$ cat src/rtl/seg7_pkg.sv
// Shared constants for the 7-segment capture block: segment patterns, FSM states, digit count.
// Hex-letter patterns exist only when SEG7_HEX_EN is defined.
package seg7_pkg;

  localparam int NUM_DIGITS = 8;

  // Active-low segment patterns, bit order {a,b,c,d,e,f,g} with a in the MSB
  localparam logic [6:0] SEG_0 = 7'b0000001;
  localparam logic [6:0] SEG_1 = 7'b1001111;
  localparam logic [6:0] SEG_2 = 7'b0010010;
  localparam logic [6:0] SEG_3 = 7'b0000110;
  localparam logic [6:0] SEG_4 = 7'b1001100;
  localparam logic [6:0] SEG_5 = 7'b0100100;
  localparam logic [6:0] SEG_6 = 7'b0100000;
  localparam logic [6:0] SEG_7 = 7'b0001111;
  localparam logic [6:0] SEG_8 = 7'b0000000;
  localparam logic [6:0] SEG_9 = 7'b0000100;

`ifdef SEG7_HEX_EN
  localparam logic [6:0] SEG_A = 7'b0001000;
  localparam logic [6:0] SEG_B = 7'b1100000;
  localparam logic [6:0] SEG_C = 7'b0110001;
  localparam logic [6:0] SEG_D = 7'b1000010;
  localparam logic [6:0] SEG_E = 7'b0110000;
  localparam logic [6:0] SEG_F = 7'b0111000;
`endif

  localparam logic [NUM_DIGITS-1:0] AN_NONE  = '1;
  localparam logic [6:0]            SEG_DARK = 7'h7F;

  typedef enum logic [1:0] {
    ST_IDLE  = 2'd0,
    ST_TRACK = 2'd1,
    ST_HOLD  = 2'd2
  } state_t;

  function automatic logic [3:0] count_low(input logic [NUM_DIGITS-1:0] an);
    logic [3:0] cnt;
    cnt = '0;
    for (int i = 0; i < NUM_DIGITS; i++) begin
      cnt = cnt + {3'b000, ~an[i]};
    end
    return cnt;
  endfunction

  // Index of the lowest active (low) anode; only meaningful when exactly one is low
  function automatic logic [2:0] low_index(input logic [NUM_DIGITS-1:0] an);
    logic [2:0] idx;
    idx = '0;
    for (int i = NUM_DIGITS - 1; i >= 0; i--) begin
      if (!an[i]) idx = 3'(i);
    end
    return idx;
  endfunction

endpackage

$ cat src/rtl/seg7_pattern_dec.sv
// Combinational 7-segment pattern to value decoder, shared with the display driver bench.
// SEG7_HEX_EN adds the A-F letter patterns; without it they decode as invalid.
module seg7_pattern_dec
  import seg7_pkg::*;
(
  input  logic [6:0] i_pattern,
  output logic [3:0] o_value,
  output logic       o_valid
);

  always_comb begin
    o_value = 4'h0;
    o_valid = 1'b1;
    case (i_pattern)
      SEG_0:   o_value = 4'h0;
      SEG_1:   o_value = 4'h1;
      SEG_2:   o_value = 4'h2;
      SEG_3:   o_value = 4'h3;
      SEG_4:   o_value = 4'h4;
      SEG_5:   o_value = 4'h5;
      SEG_6:   o_value = 4'h6;
      SEG_7:   o_value = 4'h7;
      SEG_8:   o_value = 4'h8;
      SEG_9:   o_value = 4'h9;
`ifdef SEG7_HEX_EN
      SEG_A:   o_value = 4'hA;
      SEG_B:   o_value = 4'hB;
      SEG_C:   o_value = 4'hC;
      SEG_D:   o_value = 4'hD;
      SEG_E:   o_value = 4'hE;
      SEG_F:   o_value = 4'hF;
`endif
      default: o_valid = 1'b0;
    endcase
  end

endmodule

$ cat src/rtl/seg7_capture.sv
// Captures a multiplexed 7-segment display: debounces each anode/segment sample, decodes
// committed digits and reports them through a valid/ready event port. Hex decode via SEG7_HEX_EN.
module seg7_capture
  import seg7_pkg::*;
#(
  parameter int STABLE_CYCLES = 4
) (
  input  logic                      clk,
  input  logic                      rst,
  input  logic [NUM_DIGITS-1:0]     an_in,
  input  logic [6:0]                seg_in,
  input  logic                      dp_in,
  input  logic                      clr,
  output logic [4*NUM_DIGITS-1:0]   digits_out,
  output logic [NUM_DIGITS-1:0]     digit_valid,
  output logic [NUM_DIGITS-1:0]     dp_out,
  output logic                      upd_valid,
  input  logic                      upd_ready,
  output logic [2:0]                upd_idx,
  output logic [3:0]                upd_val,
  output logic                      err_pattern,
  output logic                      err_multi_an,
  output logic                      err_ovf
);

  localparam logic [7:0] COUNT_HIT = 8'(STABLE_CYCLES - 1);

  logic [NUM_DIGITS-1:0]   r_an;
  logic [6:0]              r_seg;
  logic                    r_dp;
  logic [NUM_DIGITS-1:0]   r_last_an;
  logic [6:0]              r_last_seg;
  logic                    r_last_dp;
  state_t                  r_state;
  state_t                  w_next_state;
  logic [7:0]              r_count;
  logic [7:0]              w_count_next;
  logic [4*NUM_DIGITS-1:0] r_digits;
  logic [NUM_DIGITS-1:0]   r_digit_valid;
  logic [NUM_DIGITS-1:0]   r_dp_out;
  logic                    r_upd_valid;
  logic [2:0]              r_upd_idx;
  logic [3:0]              r_upd_val;
  logic                    r_err_pattern;
  logic                    r_err_multi_an;
  logic                    r_err_ovf;

  logic [3:0]              w_low_cnt;
  logic                    w_single;
  logic                    w_multi;
  logic                    w_changed;
  logic [2:0]              w_idx;
  logic [3:0]              w_dec_value;
  logic                    w_dec_valid;
  logic                    w_count_hit;
  logic                    w_commit;
  logic                    w_write_digit;
  logic                    w_load_event;
  logic                    w_set_ovf;
  logic                    w_set_pattern;
  logic                    w_transfer;

  seg7_pattern_dec u_dec (
    .i_pattern (r_seg),
    .o_value   (w_dec_value),
    .o_valid   (w_dec_valid)
  );

  // Single input stage; idle (all dark) after reset so nothing looks like a digit
  always_ff @(posedge clk or posedge rst) begin
    if (rst) begin
      r_an  <= AN_NONE;
      r_seg <= SEG_DARK;
      r_dp  <= 1'b1;
    end else begin
      r_an  <= an_in;
      r_seg <= seg_in;
      r_dp  <= dp_in;
    end
  end

  always_ff @(posedge clk or posedge rst) begin
    if (rst) begin
      r_last_an  <= AN_NONE;
      r_last_seg <= SEG_DARK;
      r_last_dp  <= 1'b1;
    end else begin
      r_last_an  <= r_an;
      r_last_seg <= r_seg;
      r_last_dp  <= r_dp;
    end
  end

  assign w_low_cnt   = count_low(r_an);
  assign w_single    = (w_low_cnt == 4'd1);
  assign w_multi     = (w_low_cnt >= 4'd2);
  assign w_idx       = low_index(r_an);
  assign w_changed   = ({r_an, r_seg, r_dp} != {r_last_an, r_last_seg, r_last_dp});
  assign w_count_hit = (r_count == COUNT_HIT);
  assign w_transfer  = r_upd_valid && upd_ready;

  always_ff @(posedge clk or posedge rst) begin
    if (rst) begin
      r_state <= ST_IDLE;
      r_count <= '0;
    end else begin
      r_state <= w_next_state;
      r_count <= w_count_next;
    end
  end

  always_comb begin
    w_next_state = r_state;
    if (!w_single) begin
      w_next_state = ST_IDLE;
    end else if (w_changed || (r_state == ST_IDLE)) begin
      w_next_state = ST_TRACK;
    end else if ((r_state == ST_TRACK) && w_count_hit) begin
      w_next_state = ST_HOLD;
    end
  end

  // HOLD keeps the count parked at STABLE_CYCLES, so a steady pattern cannot re-commit
  always_comb begin
    w_commit     = 1'b0;
    w_count_next = r_count;
    if (!w_single) begin
      w_count_next = '0;
    end else if (w_changed || (r_state == ST_IDLE)) begin
      w_count_next = 8'd1;
    end else if (r_state == ST_TRACK) begin
      w_count_next = r_count + 8'd1;
      w_commit     = w_count_hit;
    end
  end

  assign w_write_digit = w_commit && w_dec_valid;
  assign w_set_pattern = w_commit && !w_dec_valid;
  assign w_load_event  = w_write_digit && (!r_upd_valid || upd_ready);
  assign w_set_ovf     = w_write_digit && r_upd_valid && !upd_ready;

  always_ff @(posedge clk or posedge rst) begin
    if (rst) begin
      r_digits      <= '0;
      r_digit_valid <= '0;
      r_dp_out      <= '0;
    end else if (w_write_digit) begin
      r_digits[{w_idx, 2'b00} +: 4] <= w_dec_value;
      r_digit_valid[w_idx]          <= 1'b1;
      r_dp_out[w_idx]               <= ~r_dp;
    end
  end

  // A fresh commit may replace the event that is leaving this same cycle
  always_ff @(posedge clk or posedge rst) begin
    if (rst) begin
      r_upd_valid <= 1'b0;
      r_upd_idx   <= '0;
      r_upd_val   <= '0;
    end else if (w_load_event) begin
      r_upd_valid <= 1'b1;
      r_upd_idx   <= w_idx;
      r_upd_val   <= w_dec_value;
    end else if (w_transfer) begin
      r_upd_valid <= 1'b0;
    end
  end

  // Setting a flag wins over a simultaneous clear
  always_ff @(posedge clk or posedge rst) begin
    if (rst) begin
      r_err_pattern  <= 1'b0;
      r_err_multi_an <= 1'b0;
      r_err_ovf      <= 1'b0;
    end else begin
      if (w_set_pattern)  r_err_pattern  <= 1'b1;
      else if (clr)       r_err_pattern  <= 1'b0;
      if (w_multi)        r_err_multi_an <= 1'b1;
      else if (clr)       r_err_multi_an <= 1'b0;
      if (w_set_ovf)      r_err_ovf      <= 1'b1;
      else if (clr)       r_err_ovf      <= 1'b0;
    end
  end

  assign digits_out   = r_digits;
  assign digit_valid  = r_digit_valid;
  assign dp_out       = r_dp_out;
  assign upd_valid    = r_upd_valid;
  assign upd_idx      = r_upd_idx;
  assign upd_val      = r_upd_val;
  assign err_pattern  = r_err_pattern;
  assign err_multi_an = r_err_multi_an;
  assign err_ovf      = r_err_ovf;

endmodule

$ cat config.mk
export PLATFORM = sky130hd
export DESIGN_NAME = seg7_capture
export DESIGN_NICKNAME = d
export VERILOG_FILES = /design/src/rtl/seg7_pkg.sv /design/src/rtl/seg7_pattern_dec.sv /design/src/rtl/seg7_capture.sv
export SDC_FILE = /design/constraint.sdc
export NUM_CORES = 1
export LEC_CHECK = 0
export CAP_MARGIN = 20
export CORE_MARGIN = 1.5
export CORE_UTILIZATION = 30
export DETAILED_ROUTE_END_ITERATION = 16
export PLACE_DENSITY = 0.52
export SLEW_MARGIN = 20
export SYNTH_ARGS = -nofsm -noshare
export SYNTH_HDL_FRONTEND = slang
export SYNTH_SLANG_ARGS = --single-unit
export TNS_END_PERCENT = 5
$ cat constraint.sdc
create_clock -name clk -period 11.7 [get_ports clk]
set_clock_uncertainty 0.05 [all_clocks]
set_input_delay 2.925 -clock clk [delete_from_list [all_inputs] [get_ports clk]]
set_output_delay 2.925 -clock clk [all_outputs]
set_load 0.01 [all_outputs]
==> impl_metrics.py <==
metrics = {
    "sta": {
        "slew-limit-headroom": 0.319,
        "min_period_over_period": 0.415,
        "hold_slack_ns": 0.361,
        "fin_crit_ns": 4.85,
        "rsz0062_at_grt": "false",
        "maxSlewViolCount": 0,
        "worst_pin_slew_ns": 1.02,
        "final_hold_viol_count": 0,
        "fin_setup_tns_ns": 0,
        "max_freq_mhz": 206,
        "setup_viol": 0,
    },
    "clocking": {
        "clock_sinks": 101,
        "holdBufCountCts": 0,
        "cts_tree": "yes",
        "insertion_delay_ns": 0.35,
        "cts.reportedPaths.clkPinSlew_ns": 0.08,
        "htreeDepth": 3,
        "clockBufferDepth": 2,
        "cts_inserted_buffers": 9,
        "postCtsSetupBuffers": 0,
        "ctsResizeCount": 0,
        "root_buffer": "clkbuf_16",
    },
    "die": {
        "ioPinCount": 79,
        "die-width_um": 132,
        "initial_core_util": 0.310,
        "core_area_mm2": 0.0160,
        "die-height_um": 132,
        "fp-row-count": 46,
        "die_area_mm2": 0.0173,
    },
    "pwr": {
        "clock_power_share": 0.403,
        "peakVddDrop_uv": 72.7,
        "comb_power_share": 0.105,
        "internal_power_mw": 0.560,
        "sw_frac_of_total": 0.262,
        "pwr-share-seq": 0.492,
        "power_switching_mw": 0.199,
        "power.density_mw_per_mm2": 122,
        "p_leak_nw": 2.50,
    },
    "critical_path": {
        "reg2reg_depth": 12,
        "startpoint_type": "flip-flop",
        "crit_fanout": 9,
        "slowest_delay_ns": 0.68,
        "slowest_stage": "a2111oi_4",
        "cpMostUsedCell": "fa_1",
        "critPathKind": "flip-flop to flip-flop",
        "arrival_ns": 5.05,
        "end_kind": "flip-flop",
        "cp_data_required_time_ns": 11.89,
        "crit_chain": "fa_1 > inv_1 > fa_1 > fa_1 > ha_1 > inv_1 > fa_1 > nor4bb_1 > a32o_1 > nand3_4 > a2111oi_4 > mux2_2",
    },
    "final_layout": {
        "final_util": 0.388,
        "drive_gt1_frac": 0.195,
        "design_area_mm2": 0.00622,
        "nFillCells": 1586,
        "syn2layout_area_growth_pct": 25.3,
        "nets": 511,
        "antenna_cells": 0,
    },
    "grt": {
        "grt_pass1_wl_um": 18700,
        "antenna_found_initial": 0,
        "first_global_vias": 3444,
        "grt_max_degree": 53,
        "grt.overflow.total": 0,
        "grt.total_usage": 0.137,
    },
    "min_path": {
        "hold_class": "flip-flop to flip-flop",
        "whs_path_depth": 0,
    },
    "detailed_routing": {
        "avgViaCountPerCell": 4.66,
        "drt_wl_total_um": 11400,
        "drtIter0Drc": 140,
        "drt_first_pass_iters": 4,
        "ant_nets": 0,
        "wl_per_cell_um": 16.3,
        "drcViolationCount": 0,
        "vias": 3254,
    },
    "job": {
        "drv_cap": 0,
    },
    "logic_synthesis": {
        "yosysTopAreaCell": "dfrtp_1",
        "synth_simple_gate_area_share": 0.146,
        "synth_compound_area_frac": 0.0993,
        "synthMuxAreaShare": 0.103,
        "netlist-cell-type-count": 55,
        "ys_seq_elements": 101,
        "yosysSeqAreaShare": 0.517,
        "synth_top_family_by_area": "simple AND/OR/NAND/NOR gates",
        "ys.warnings.count": 0,
        "synthCells": 404,
        "syn_area_mm2": 0.00496,
        "synth_edf_count": 0,
        "synth_xor_area_frac": 0.0424,
        "synth_top_area_share": 0.348,
        "async_reset_ff_frac": 1.00,
        "synthAdderAreaFrac": 0.0388,
        "netlist_top_cells_area": "dfrtp_1 35%, dfstp_2 17%, mux2_2 5.4%",
        "synth_nets": 437,
        "postSynthAreaPerCell_um2": 12.3,
        "synth_ff_type": "dfrtp_1",
    },
    "run_status": {
        "status": "completed",
    },
    "place": {
        "port_buffers": 78,
        "placed_cell_area_mm2": 0.00591,
        "dp_hpwl_um": 8340,
        "place_congestion": 0.836,
    },
}
[critical path, delay by kind of cell (launching register included)]
kind                       cells  cell delay [ns]
adders and majority gates      5             2.07
AOI/OAI and AO/OA              2             0.95
DFF                            1             0.60
and+or+nand+nor                2             0.52
muxes                          1             0.41
buffers and inverters          2             0.13
[logic make-up after synthesis]
family                     after synthesis
buffers and inverters                   55
adders and majority gates               13
and+or+nand+nor                        123
muxes                                   48
xor gates and xnor gates                24
DFF                                    101
AOI/OAI and AO/OA                       40
[layout make-up]
cell class,count,area (um^2),share of cell area
Sequential cell,101,2570,0.413
Clock buffer,10,250,0.0403
Multi-Input combinational cell,248,2130,0.343
Inverter,39,149,0.0240
Clock inverter,6,58.8,0.00946
Timing Repair Buffer,79,788,0.127
Tap cell,216,270,0.0435
[final timing paths]
| kind | start | endpoint | slack (ns) |
|---|---|---|---|
| min | r_an[5] | r_last_an[5] | 0.36 |
| max reg2reg | r_an[1] | upd_val[1] | 6.85 |
| min in group asynchronous | rst | digits_out[2] | 2.97 |
| max | r_an[1] | upd_val[1] | 6.85 |
| min reg2reg | r_an[5] | r_last_an[5] | 0.36 |
| max in group asynchronous | rst | dp_out[4] | 7.53 |
[layer usage]
metal  track usage  wire (um)  vias up  share of wire
li1              -          -     1567              -
met1         0.185       5390     1594           0.47
met2         0.209       5150       77           0.45
met3        0.0424        647       16          0.057
met4        0.0475        197        0          0.017
met5             0          0        -              0
[cells in the mapped netlist (5+ instances only)]
cell        n
a2111oi_4   8
nand4_1    12
xnor2_1    14
nand2_1    17
nand4b_1    5
inv_1      39
mux2i_1    24
nor2_1     24
o2111ai_1   9
a21oi_1     5
xor2_1     10
dfrtp_1    69
nand2b_1   11
mux2_2     24
nand3_1    10
ha_1        9
nor4_1      5
dfstp_2    32
clkbuf_1    8
nor2b_1     7
[metrics by stage]
step / power [mW] / instances / setup WS (ns)
after global routing: 0.793 / 699 / 6.62
after global placement: 0.457 / 683 / 6.93
final: 0.758 / 699 / 6.85
after floorplan: 0.434 / 404 / 6.13
after detailed placement: 0.460 / 683 / 6.85
after CTS: 0.770 / 699 / 6.83
[placed cells by master (no fill, tap or decap), drive strengths merged, types with 2 or more instances in the layout]
master and n:
nor2 24, clkbuf 10, fa 4, nand2b 11, nand4b 5, a21oi 5, mux2 24, nor4 5
nor3 4, and3 4, nand2 17, nand3b 3, o21ai 2, xor2 10, inv 43, nand3 11
a2111oi 12, dfrtp 69, or4b 3, ha 9, or3 3, a211oi 3, nor3b 2, o2111ai 9
nand4 12, clkdlybuf4s50 78, mux2i 24, nor2b 7, xnor2 14, and2 4, a31oi 3, nor4bb 3
dfstp 32
[power groups by stage]
stage	combinational (mW)	sequential [mW]	clock, mW
after floorplan	0.0582	0.376	0
after global placement	0.0779	0.380	0
after detailed placement	0.0805	0.380	0
after CTS	0.0812	0.373	0.316
after global routing	0.0891	0.375	0.329
final	0.0796	0.373	0.305
[registers in the layout (all words and copies together) (netlist names)]
name,cells
dp_out,8
err_multi_an,1
r_last_dp,1
r_last_an,8
r_count,8
r_an,8
r_state,2
digit_valid,8
err_ovf,1
err_pattern,1
upd_idx,3
upd_valid,1
r_seg,7
r_last_seg,7
digits_out,32
r_dp,1
upd_val,4
Note: power is estimated with default switching activity, not from simulation.
